<file path="config.mk">
export PLATFORM = sky130hd
export DESIGN_NAME = serial_adder_ctrl_flat
export DESIGN_NICKNAME = d
export VERILOG_FILES = /design/src/rtl/serial_adder_ctrl_if.sv /design/src/rtl/serial_adder_ctrl.sv /design/src/flat_wrapper.sv
export SDC_FILE = /design/constraint.sdc
export NUM_CORES = 1
export LEC_CHECK = 0
export ABC_CLOCK_PERIOD_IN_PS = 1700
export CAP_MARGIN = 25
export CELL_PAD_IN_SITES_DETAIL_PLACEMENT = 0
export CELL_PAD_IN_SITES_GLOBAL_PLACEMENT = 2
export CORE_MARGIN = 5
export CORE_UTILIZATION = 30
export CTS_BUF_LIST = sky130_fd_sc_hd__clkbuf_16
export DETAILED_ROUTE_END_ITERATION = 12
export HOLD_SLACK_MARGIN = 0.05
export MAX_ROUTING_LAYER = met4
export PLACE_DENSITY = 0.84
export SYNTH_ARGS = -nofsm -noshare
export SYNTH_HDL_FRONTEND = slang
export SYNTH_SLANG_ARGS = --single-unit
</file>
<file path="constraint.sdc">
create_clock -name clk -period 1.7 [get_ports clk]
set_clock_uncertainty 0.1 [all_clocks]
set_input_delay 0.34 -clock clk [delete_from_list [all_inputs] [get_ports clk]]
set_output_delay 0.34 -clock clk [all_outputs]
set_load 0.02 [all_outputs]
</file>
<file path="src/rtl/serial_adder_ctrl_if.sv">
// Start/done handshake and operand/result bundle between the CPU control logic
// and the bit-serial adder sequencer.
interface serial_adder_ctrl_if #(
    parameter int unsigned WIDTH = 8
);
    logic             start;
    logic [WIDTH-1:0] a;
    logic [WIDTH-1:0] b;
    logic             cin;
    logic             ready;
    logic             busy;
    logic             done;
    logic [WIDTH-1:0] sum;
    logic             cout;
    logic             overflow;

    modport master (
        output start, a, b, cin,
        input  ready, busy, done, sum, cout, overflow
    );

    modport slave (
        input  start, a, b, cin,
        output ready, busy, done, sum, cout, overflow
    );
endinterface

</file>
<file path="src/rtl/serial_adder_ctrl.sv">
// Bit-serial adder sequencer: time-shares one full-adder cell to add two WIDTH-bit
// operands LSB first, one bit per clock, behind a start/done handshake.
module serial_adder_ctrl #(
    parameter int unsigned WIDTH = 8
) (
    input  logic              clk,
    input  logic              rst,
    serial_adder_ctrl_if.slave bus
);
    localparam int unsigned CNT_W = (WIDTH > 1) ? $clog2(WIDTH) : 1;

    // One-hot so ready/busy/done come straight off state flops.
    typedef enum logic [2:0] {
        IDLE = 3'b001,
        RUN  = 3'b010,
        DONE = 3'b100
    } state_t;

    state_t           state;
    state_t           state_nxt;
    logic [WIDTH-1:0] sh_a;
    logic [WIDTH-1:0] sh_b;
    logic [WIDTH-1:0] work;
    logic [WIDTH-1:0] sum_q;
    logic [CNT_W-1:0] cnt;
    logic             carry;
    logic             cout_q;
    logic             ovf_q;
    logic             fa_s;
    logic             fa_co;
    logic             accept;
    logic             last_bit;

    assign accept   = (state == IDLE) && bus.start;
    assign last_bit = (state == RUN) && (cnt == CNT_W'(WIDTH - 1));

    // Shared full-adder cell working on the current LSBs and the carry flop.
    assign fa_s  = sh_a[0] ^ sh_b[0] ^ carry;
    assign fa_co = (sh_a[0] & sh_b[0]) | (carry & (sh_a[0] ^ sh_b[0]));

    always_ff @(posedge clk or posedge rst) begin
        if (rst) state <= IDLE;
        else     state <= state_nxt;
    end

    always_comb begin
        state_nxt = state;
        case (state)
            IDLE:    if (bus.start) state_nxt = RUN;
            RUN:     if (last_bit)  state_nxt = DONE;
            DONE:    state_nxt = IDLE;
            default: state_nxt = IDLE;
        endcase
    end

    // Operand shifters, carry, bit counter and result registers.
    always_ff @(posedge clk or posedge rst) begin
        if (rst) begin
            sh_a   <= '0;
            sh_b   <= '0;
            work   <= '0;
            sum_q  <= '0;
            cnt    <= '0;
            carry  <= 1'b0;
            cout_q <= 1'b0;
            ovf_q  <= 1'b0;
        end else if (accept) begin
            sh_a  <= bus.a;
            sh_b  <= bus.b;
            carry <= bus.cin;
            cnt   <= '0;
            work  <= '0;
        end else if (state == RUN) begin
            sh_a  <= sh_a >> 1;
            sh_b  <= sh_b >> 1;
            work  <= {fa_s, work[WIDTH-1:1]};
            carry <= fa_co;
            if (last_bit) begin
                // Carry into the MSB is the carry flop on this final bit.
                sum_q  <= {fa_s, work[WIDTH-1:1]};
                cout_q <= fa_co;
                ovf_q  <= fa_co ^ carry;
            end else begin
                cnt <= cnt + CNT_W'(1);
            end
        end
    end

    assign bus.ready    = state[0];
    assign bus.busy     = state[1];
    assign bus.done     = state[2];
    assign bus.sum      = sum_q;
    assign bus.cout     = cout_q;
    assign bus.overflow = ovf_q;
endmodule

</file>
<file path="src/flat_wrapper.sv">
// flat-port wrapper written by rule: the top's interface ports become plain ports
module serial_adder_ctrl_flat 
#(
    parameter int unsigned WIDTH = 8
)
  (clk, rst, bus_start, bus_a, bus_b, bus_cin, bus_ready, bus_busy, bus_done, bus_sum, bus_cout, bus_overflow);
  serial_adder_ctrl_if #(.WIDTH(WIDTH)) bus_i ();
  input  logic clk;
  input  logic rst;
  input wire logic [$bits(bus_i.start)-1:0] bus_start;
  input wire logic [$bits(bus_i.a)-1:0] bus_a;
  input wire logic [$bits(bus_i.b)-1:0] bus_b;
  input wire logic [$bits(bus_i.cin)-1:0] bus_cin;
  output wire logic [$bits(bus_i.ready)-1:0] bus_ready;
  output wire logic [$bits(bus_i.busy)-1:0] bus_busy;
  output wire logic [$bits(bus_i.done)-1:0] bus_done;
  output wire logic [$bits(bus_i.sum)-1:0] bus_sum;
  output wire logic [$bits(bus_i.cout)-1:0] bus_cout;
  output wire logic [$bits(bus_i.overflow)-1:0] bus_overflow;
  assign bus_i.start = bus_start;
  assign bus_i.a = bus_a;
  assign bus_i.b = bus_b;
  assign bus_i.cin = bus_cin;
  assign bus_ready = bus_i.ready;
  assign bus_busy = bus_i.busy;
  assign bus_done = bus_i.done;
  assign bus_sum = bus_i.sum;
  assign bus_cout = bus_i.cout;
  assign bus_overflow = bus_i.overflow;
  serial_adder_ctrl #(.WIDTH(WIDTH)) u_core (.clk(clk), .rst(rst), .bus(bus_i));
endmodule
</file>
# ---- Yosys cells after proc, flatten, opt, wreduce, memory -nomap -nowiden
# Index checks and enable logic that the tools add are counted.
dict set report word_totals {
  romBits 0
  mem_count 0
  mem_bits_rw 0
  elab_cells 43
  latchBits 0
  register_bits 41
  in_bits 20
}
dict set report op_classes {
  reduce_logical 6
  n_eq_ne 6
  bitwise_logic 7
  n_mux 14
  n_shift 0
  n_addsub 1
  div 0
  mul 0
  order_cmp 0
}
# cell n
set ops {}
lappend ops {{8-bit 2-to-1 mux} 6}
lappend ops {{3-bit 2-to-1 mux} 5}
lappend ops {{3-bit case mux with 2 select lines} 1}
lappend ops {{2-bit by 1-bit != test with 1-bit output, second input constant} 2}
lappend ops {{2-bit AND reduction} 2}
lappend ops {{3-bit by 1-bit adder with 3-bit output, second input constant} 1}
lappend ops {{3-bit by 1-bit == test with 1-bit output, second input constant} 1}
lappend ops {{3-bit by 2-bit == test with 1-bit output, second input constant} 1}
lappend ops {{3-bit == test, second input constant} 1}
lappend ops {{3-bit AND reduction} 1}
lappend ops {{1-bit XOR} 3}
lappend ops {{1-bit AND} 2}
lappend ops {{1-bit logical AND} 2}
lappend ops {{1-bit 2-to-1 mux} 2}
lappend ops {{2-bit != test, second input constant} 1}
lappend ops {{2-bit nonzero test} 1}
lappend ops {{1-bit NOT} 1}
lappend ops {{1-bit bitwise OR} 1}

# ---- Longest topological paths before layout
# Gate-level depths: netlist of run 1.
dict set report depth {
  ltp_word 5
  depth_mapped 5
  depth_no_buf 5
}

# ---- Worst setup path before layout of run 1
# Ideal clock, no wire load.
dict set report synth_timing {
  kind {flip-flop to flip-flop}
  start {register u_core.cnt[0]}
  end {register u_core.cnt[0]}
  setup_ps 125
  path_buffers 0
  arrival_time_ps 1472
  stages_incl_launch_ff 6
  synth_period_minus_slack_ps 1697
  path_slack_ps 3
  path_cell_list {dfrtp_1 ha_1 ha_1 nor4b_2 nor2_1 mux2_2}
}
dict set report synth_via {
  elab_chain_cells 4
  elab_cells_between_ends 8
  cone_classes {1 x add/sub; 2 x eq/ne; 3 x mux; 2 x reduce/logical}
}
# item line
set synth_rtl {}
lappend synth_rtl {{start: declaration} serial_adder_ctrl.sv:25} ;# logic [CNT_W-1:0] cnt;
lappend synth_rtl {{start signal: assignment} serial_adder_ctrl.sv:84} ;# cnt <= cnt + CNT_W'(1);
lappend synth_rtl {{3-bit by 1-bit adder with 3-bit output / 3-bit == test (equally long branches)} {serial_adder_ctrl.sv:84, serial_adder_ctrl.sv:35}}
lappend synth_rtl {{3-bit 2-to-1 mux / 1-bit logical AND (equally long branches)} {serial_adder_ctrl.sv:78, serial_adder_ctrl.sv:35}}
lappend synth_rtl {{3-bit 2-to-1 mux / 2-bit by 1-bit != test with 1-bit output (equally long branches)} --}
lappend synth_rtl {{3-bit 2-to-1 mux / 2-bit AND reduction (equally long branches)} --}
# Several ways; a longest one is shown, not always the timed one. The select of a mux whose other input is x is not followed.
# A chain may end at the register's enable or synchronous reset.

# ---- Final worst setup path of run 1
dict set report layout_timing {
  start {register u_core.sum_q[2], in the netlist u_core.bus.sum[2]}
  end {output bus_sum[2]}
}
# item line
set layout_rtl {}
lappend layout_rtl {{start: declaration} serial_adder_ctrl.sv:24} ;# logic [WIDTH-1:0] sum_q;
lappend layout_rtl {{start signal: assignment} serial_adder_ctrl.sv:80} ;# sum_q <= {fa_s, work[WIDTH-1:1]};
lappend layout_rtl {{end: declaration} flat_wrapper.sv:17} ;# output wire logic [$bits(bus_i.sum)-1:0] bus_sum;
# No word-level cell between the ends.

==> run metrics, run 1 <==
status completed; vias in the first global route 1268; Core Region 5439 sq um; largest net degree at the start of global routing 27; Clock Pin Slew Worst Setup and Hold Paths 0.06 ns; CP startpoint kind flop; worst setup path startpoint u_core.bus.sum[2]; Crit Path Class reg2out; DRT antenna net count 0; Filler Cell Count 502; power density over the cells 1522 nW/um^2; Data arrival, critical path 1.22 ns; Internal 0.002452 W; #FFs+latches synth 40; CP Data Required Time 1.26 ns; final HPWL from detailed placement 2.697 mm; CP Capture Type primary output; Initial Util 30.60%; register area share after synthesis 60.23%; Slew HR 78.43%; worst slack at placement -0.1069 ns; total CTS buffers 5; Vias per Instance 4.858; Flop pwr share 38.5%; global route total overflow 0; worst-path cell chain clkdlybuf4s50_1; VDD IR-drop max 0.0006173 V; most frequent cells in the layout dfrtp_1 (39), clkdlybuf4s50_1 (23), nand2_1 (22); Period minus WS final 1.663 ns; R2R Setup Slk 0.05 ns; synth unique cells 21; Syn Nets 164; WL final 3.756 mm; Pre-antenna DRT Iters 4; Syn Area/Cell 11.80 sq um; CTS tree built; fmax 0.6012 GHz; Hold Crit Class in2async; clk_lat worst skew 0.28 ns; CP bufs+invs 1; Final Max Tran Viols 0; warnings from Yosys 0; GRT Util Overall 11.27%; WL per Instance 14.39 um; Clk pwr share 29.4%; clock root buffer master clkbuf_16; ant diodes 0; Horiz. Die Dim 84.48 um; RePlAce Congestion 0.7436; IO Pins 33; Nets 211; R2R cell count 5; DR vias 1268; Synth Cell Area 1664 sq um; Crit path depth 1; slowest CP cell clkdlybuf4s50_1; CP Max Fanout 2; Combinational Power Share 32.1%; Syn-to-layout area delta 42.11%; DRC 0; Worst Slack Setup Final 0.03667 ns; cells after synthesis 141; max incr delay on CP 0.60 ns; family with the most delay on the worst path buffers and inverters; layout cell share with drive strength beyond 1 20.63%; period utilization 97.84%; reg2reg end u_core.cnt[0]; initial antenna violation count 0; initial detailed-routing violation count 49; commonest non-fill, non-tap cell in the layout dfrtp_1; Clock Sink Count 40; Die Ht 84.48 um; Worst R2R Start u_core.cnt[0]; post-layout power 0.003600 W; Sw Pwr 0.001148 W; switching share of power 31.89%; final setup vio count 0; crit path to bus_sum[2]; H-tree levels 2; CTS max path bufs 2; Leak 1.202 nW; Worst Tran Pin Value 0.3235 ns; Core Rows 27; PortBufs 32; die area 7137 sq um; maxcap violations 0; final hold viol count 0; first-pass GRT wire length 6.334 mm
## what timing repair did
action	CTS	global route
resized for setup	6	7
endpoints found under the setup margin	8	5
pin swaps	1	2
setup buffers	1	3
hold buffers	0	0
## cell type report
| cell class | count | area (sq um) | area share, % |
|---|---|---|---|
| sequential | 40 | 1002 | 42.38 |
| multi-input combinational | 90 | 636.9 | 26.93 |
| timing repair buffer | 48 | 456.7 | 19.31 |
| clock buffer | 5 | 125.1 | 5.291 |
| tap | 72 | 90.09 | 3.810 |
| clock inverter | 3 | 42.54 | 1.799 |
| inverter | 3 | 11.26 | 0.4762 |
## how the worst min path moves through the flow
stage | from | to | depth (start not counted)
after floorplan | u_core.work[1] | u_core.work[1] | 1
after global placement | u_core.sh_b[3] | u_core.sh_b[3] | 2
after detailed placement | u_core.sh_a[6] | u_core.sh_a[6] | 2
after CTS | rst | u_core.bus.cout | 3
after global routing | rst | u_core.bus.cout | 3
final | rst | u_core.bus.cout | 3
## cell usage after synthesis, drive strengths merged
library cell	instances	area share [%]
dfrtp	39	59
nand2	22	5.0
a21oi	13	3.9
mux2	11	7.4
a22oi	10	4.5
nand3	10	3.0
a22o	8	4.2
nor2	7	1.6
buf	6	1.8
inv	3	0.68
clkbuf	2	0.45
ha	2	1.5
and4bb	1	0.75
dfstp	1	1.6
fa	1	1.2
nand4bb	1	0.68
nor3b	1	1.1
nor4b	1	0.90
or3b	1	0.53
xor2	1	0.53
## cells by family after synthesis
group	count (synthesis)	share of synthesized area, %
xor gates and xnor gates	1	0.5264
adders and majority gates	3	2.707
and+or+nand+nor	44	13.53
DFF	40	60.23
buffers and inverters	11	2.933
muxes	11	7.444
AOI/OAI and AO/OA	31	12.63
## registers in the layout, summed over array words and instances (netlist names)
name	count
u_core.bus.sum	8
u_core.sh_a	8
u_core.sh_b	8
u_core.work	7
u_core.cnt	3
u_core.state	3
u_core.bus.cout	1
u_core.bus.overflow	1
u_core.carry	1
## through the flow
stage	hold WS [ns]	TNS [ns]	cell area (sq um)	instances	util, %
after floorplan	0.3620	0	1664	141	-
after global placement	0.3817	-0.02629	2140	249	39.34
after detailed placement	0.3851	-0.3386	2140	249	39.34
after CTS	0.3104	0	2317	258	42.60
after global routing	0.3557	-0.01601	2365	261	43.48
final	0.3086	0	2365	261	43.48
## power groups by stage
stage               Clock [W]  Combinational [W]  Sequential [W]
floorplan                   0           0.000682         0.00141
global placement            0            0.00106         0.00139
detailed placement          0            0.00111         0.00140
CTS                   0.00108            0.00112         0.00139
global route          0.00112            0.00129         0.00142
finish                0.00106            0.00116         0.00139
## layer usage
metal,track usage (%),vias to the layer above,part of all wire (%),routed length (um)
met1,15.54,629,47,1767
li1,-,596,-,-
met5,-,-,0,0
met4,3.453,0,0.67,25
met3,3.042,4,5.5,208
met2,16.16,39,47,1754
Power figures use the tool's default switching activity.
==> inputs of run 2 (changes only) <==
- MAX_ROUTING_LAYER: met4 -> not set
==> run metrics, run 2 (same netlist as run 1, synthesis figures left out) <==
Data arrival, critical path 1.22 ns (about the same); final core utilization 43.48% (unchanged); final hold viol count 0 (unchanged); WL final 3.752 mm (was 3.756 mm); CP startpoint kind flop (unchanged); Horiz. Die Dim 84.48 um (unchanged); Vias per Instance 4.858 (unchanged); PortBufs 32 (unchanged); Initial Util 30.60% (unchanged); commonest non-fill, non-tap cell in the layout dfrtp_1 (unchanged); Core Rows 27 (unchanged); die area 7137 sq um (unchanged); Crit Path Class reg2out (unchanged); status completed (unchanged); max incr delay on CP 0.60 ns (about the same); GRT Util Overall 10.94% (was 11.27%); maxcap violations 0 (unchanged); initial antenna violation count 0 (unchanged); clock root buffer master clkbuf_16 (unchanged); global route total overflow 0 (unchanged); total CTS buffers 5 (unchanged); fmax 0.6012 GHz (about the same); Syn-to-layout area delta 42.11% (unchanged); first-pass GRT wire length 6.334 mm (unchanged); family with the most delay on the worst path buffers and inverters (unchanged); vias in the first global route 1268 (unchanged); Hold Crit Class in2async (unchanged); post-layout power 0.003600 W (about the same); largest net degree at the start of global routing 27 (unchanged); Pre-antenna DRT Iters 4 (unchanged); Final Max Tran Viols 0 (unchanged); Sequential Area 1002 sq um (unchanged); VDD IR-drop max 0.0006173 V (about the same); CP Max Fanout 2 (unchanged); Worst Tran Pin Value 0.3227 ns (was 0.3235 ns); initial detailed-routing violation count 50 (was 49); Core Region 5439 sq um (unchanged); area of the multi-input gates 636.9 sq um (unchanged); power density over the cells 1522 nW/um^2 (about the same); Leak 1.202 nW (unchanged); Die Ht 84.48 um (unchanged); RePlAce Congestion 0.7346 (was 0.7436); DR vias 1268 (unchanged); Nets 211 (unchanged); WL per Instance 14.38 um (was 14.39 um); H-tree levels 2 (unchanged); slowest CP cell clkdlybuf4s50_1 (unchanged); CP bufs+invs 1 (unchanged); DRT antenna net count 0 (unchanged); DRC 0 (unchanged); ant diodes 0 (unchanged); CP Data Required Time 1.26 ns (about the same); worst slack at placement -0.1069 ns (unchanged); Worst Slack Setup Final 0.03666 ns (was 0.03667 ns); CTS max path bufs 2 (unchanged); Clock Pin Slew Worst Setup and Hold Paths 0.06 ns (about the same); final setup vio count 0 (unchanged); CP Capture Type primary output (unchanged); Slew HR 78.48% (was 78.43%); worst-path cell chain clkdlybuf4s50_1 (unchanged); period utilization 97.84% (about the same); Clock Sink Count 40 (unchanged); final HPWL from detailed placement 2.697 mm (unchanged); CTS tree built (unchanged); layout cell share with drive strength beyond 1 20.63% (unchanged); most frequent cells in the layout dfrtp_1 (39), clkdlybuf4s50_1 (23), nand2_1 (22) (unchanged); Period minus WS final 1.663 ns (about the same); clk_lat worst skew 0.28 ns (about the same); IO Pins 33 (unchanged); Filler Cell Count 502 (unchanged)
==> run 2: metrics by stage <==
stage	cell area [sq um]	hold WS (ns)	std cells	TNS, ns
finish	2365	0.3086	261	0
global route	2365	0.3557	261	-0.01601
CTS	2317	0.3104	258	0
detailed placement	2140	0.3851	249	-0.3386
global placement	2140	0.3817	249	-0.02629
floorplan	1664	0.3620	141	0
==> run 2: timing repair <==
item                       in CTS  in global routing
setup endpoints to repair       8                  5
setup buffers                   1                  3
resized for setup               6                  7
hold buffers                    0                  0
pin swaps                       1                  2
==> run 2: where the power goes <==
group	leakage, nW	switching, W	internal (W)
registers	0.520	0.000165	0.00122
logic	0.602	0.000615	0.000541
clock network	0.0798	0.000369	0.000689
==> run 2: worst paths after layout <==
check,start,to,slack (ns),cells past startpoint
max reg2reg,u_core.cnt[0],u_core.cnt[0],0.05,5
max,u_core.bus.sum[2],bus_sum[2],0.04,1
min reg2reg,u_core.bus.sum[6],u_core.bus.sum[6],0.39,1
max in group asynchronous,rst,u_core.sh_a[1],0.89,3
min,rst,u_core.bus.cout,0.31,3
min in group clk,u_core.bus.sum[6],u_core.bus.sum[6],0.39,1
==> run 2: area by class of cell <==
class / count / area share [%]
multi-input combinational: 90 / 26.93
tap: 72 / 3.810
clock buffer: 5 / 5.291
inverter: 3 / 0.4762
sequential: 40 / 42.38
timing repair buffer: 48 / 19.31
clock inverter: 3 / 1.799
==> run 2: layer usage <==
layer	vias to the layer above	part of all wire (%)	track usage, %
met5	-	0	0
met4	0	0.67	3.453
met3	4	6.1	3.337
met2	39	47	16.16
met1	629	47	15.36
li1	596	-	-
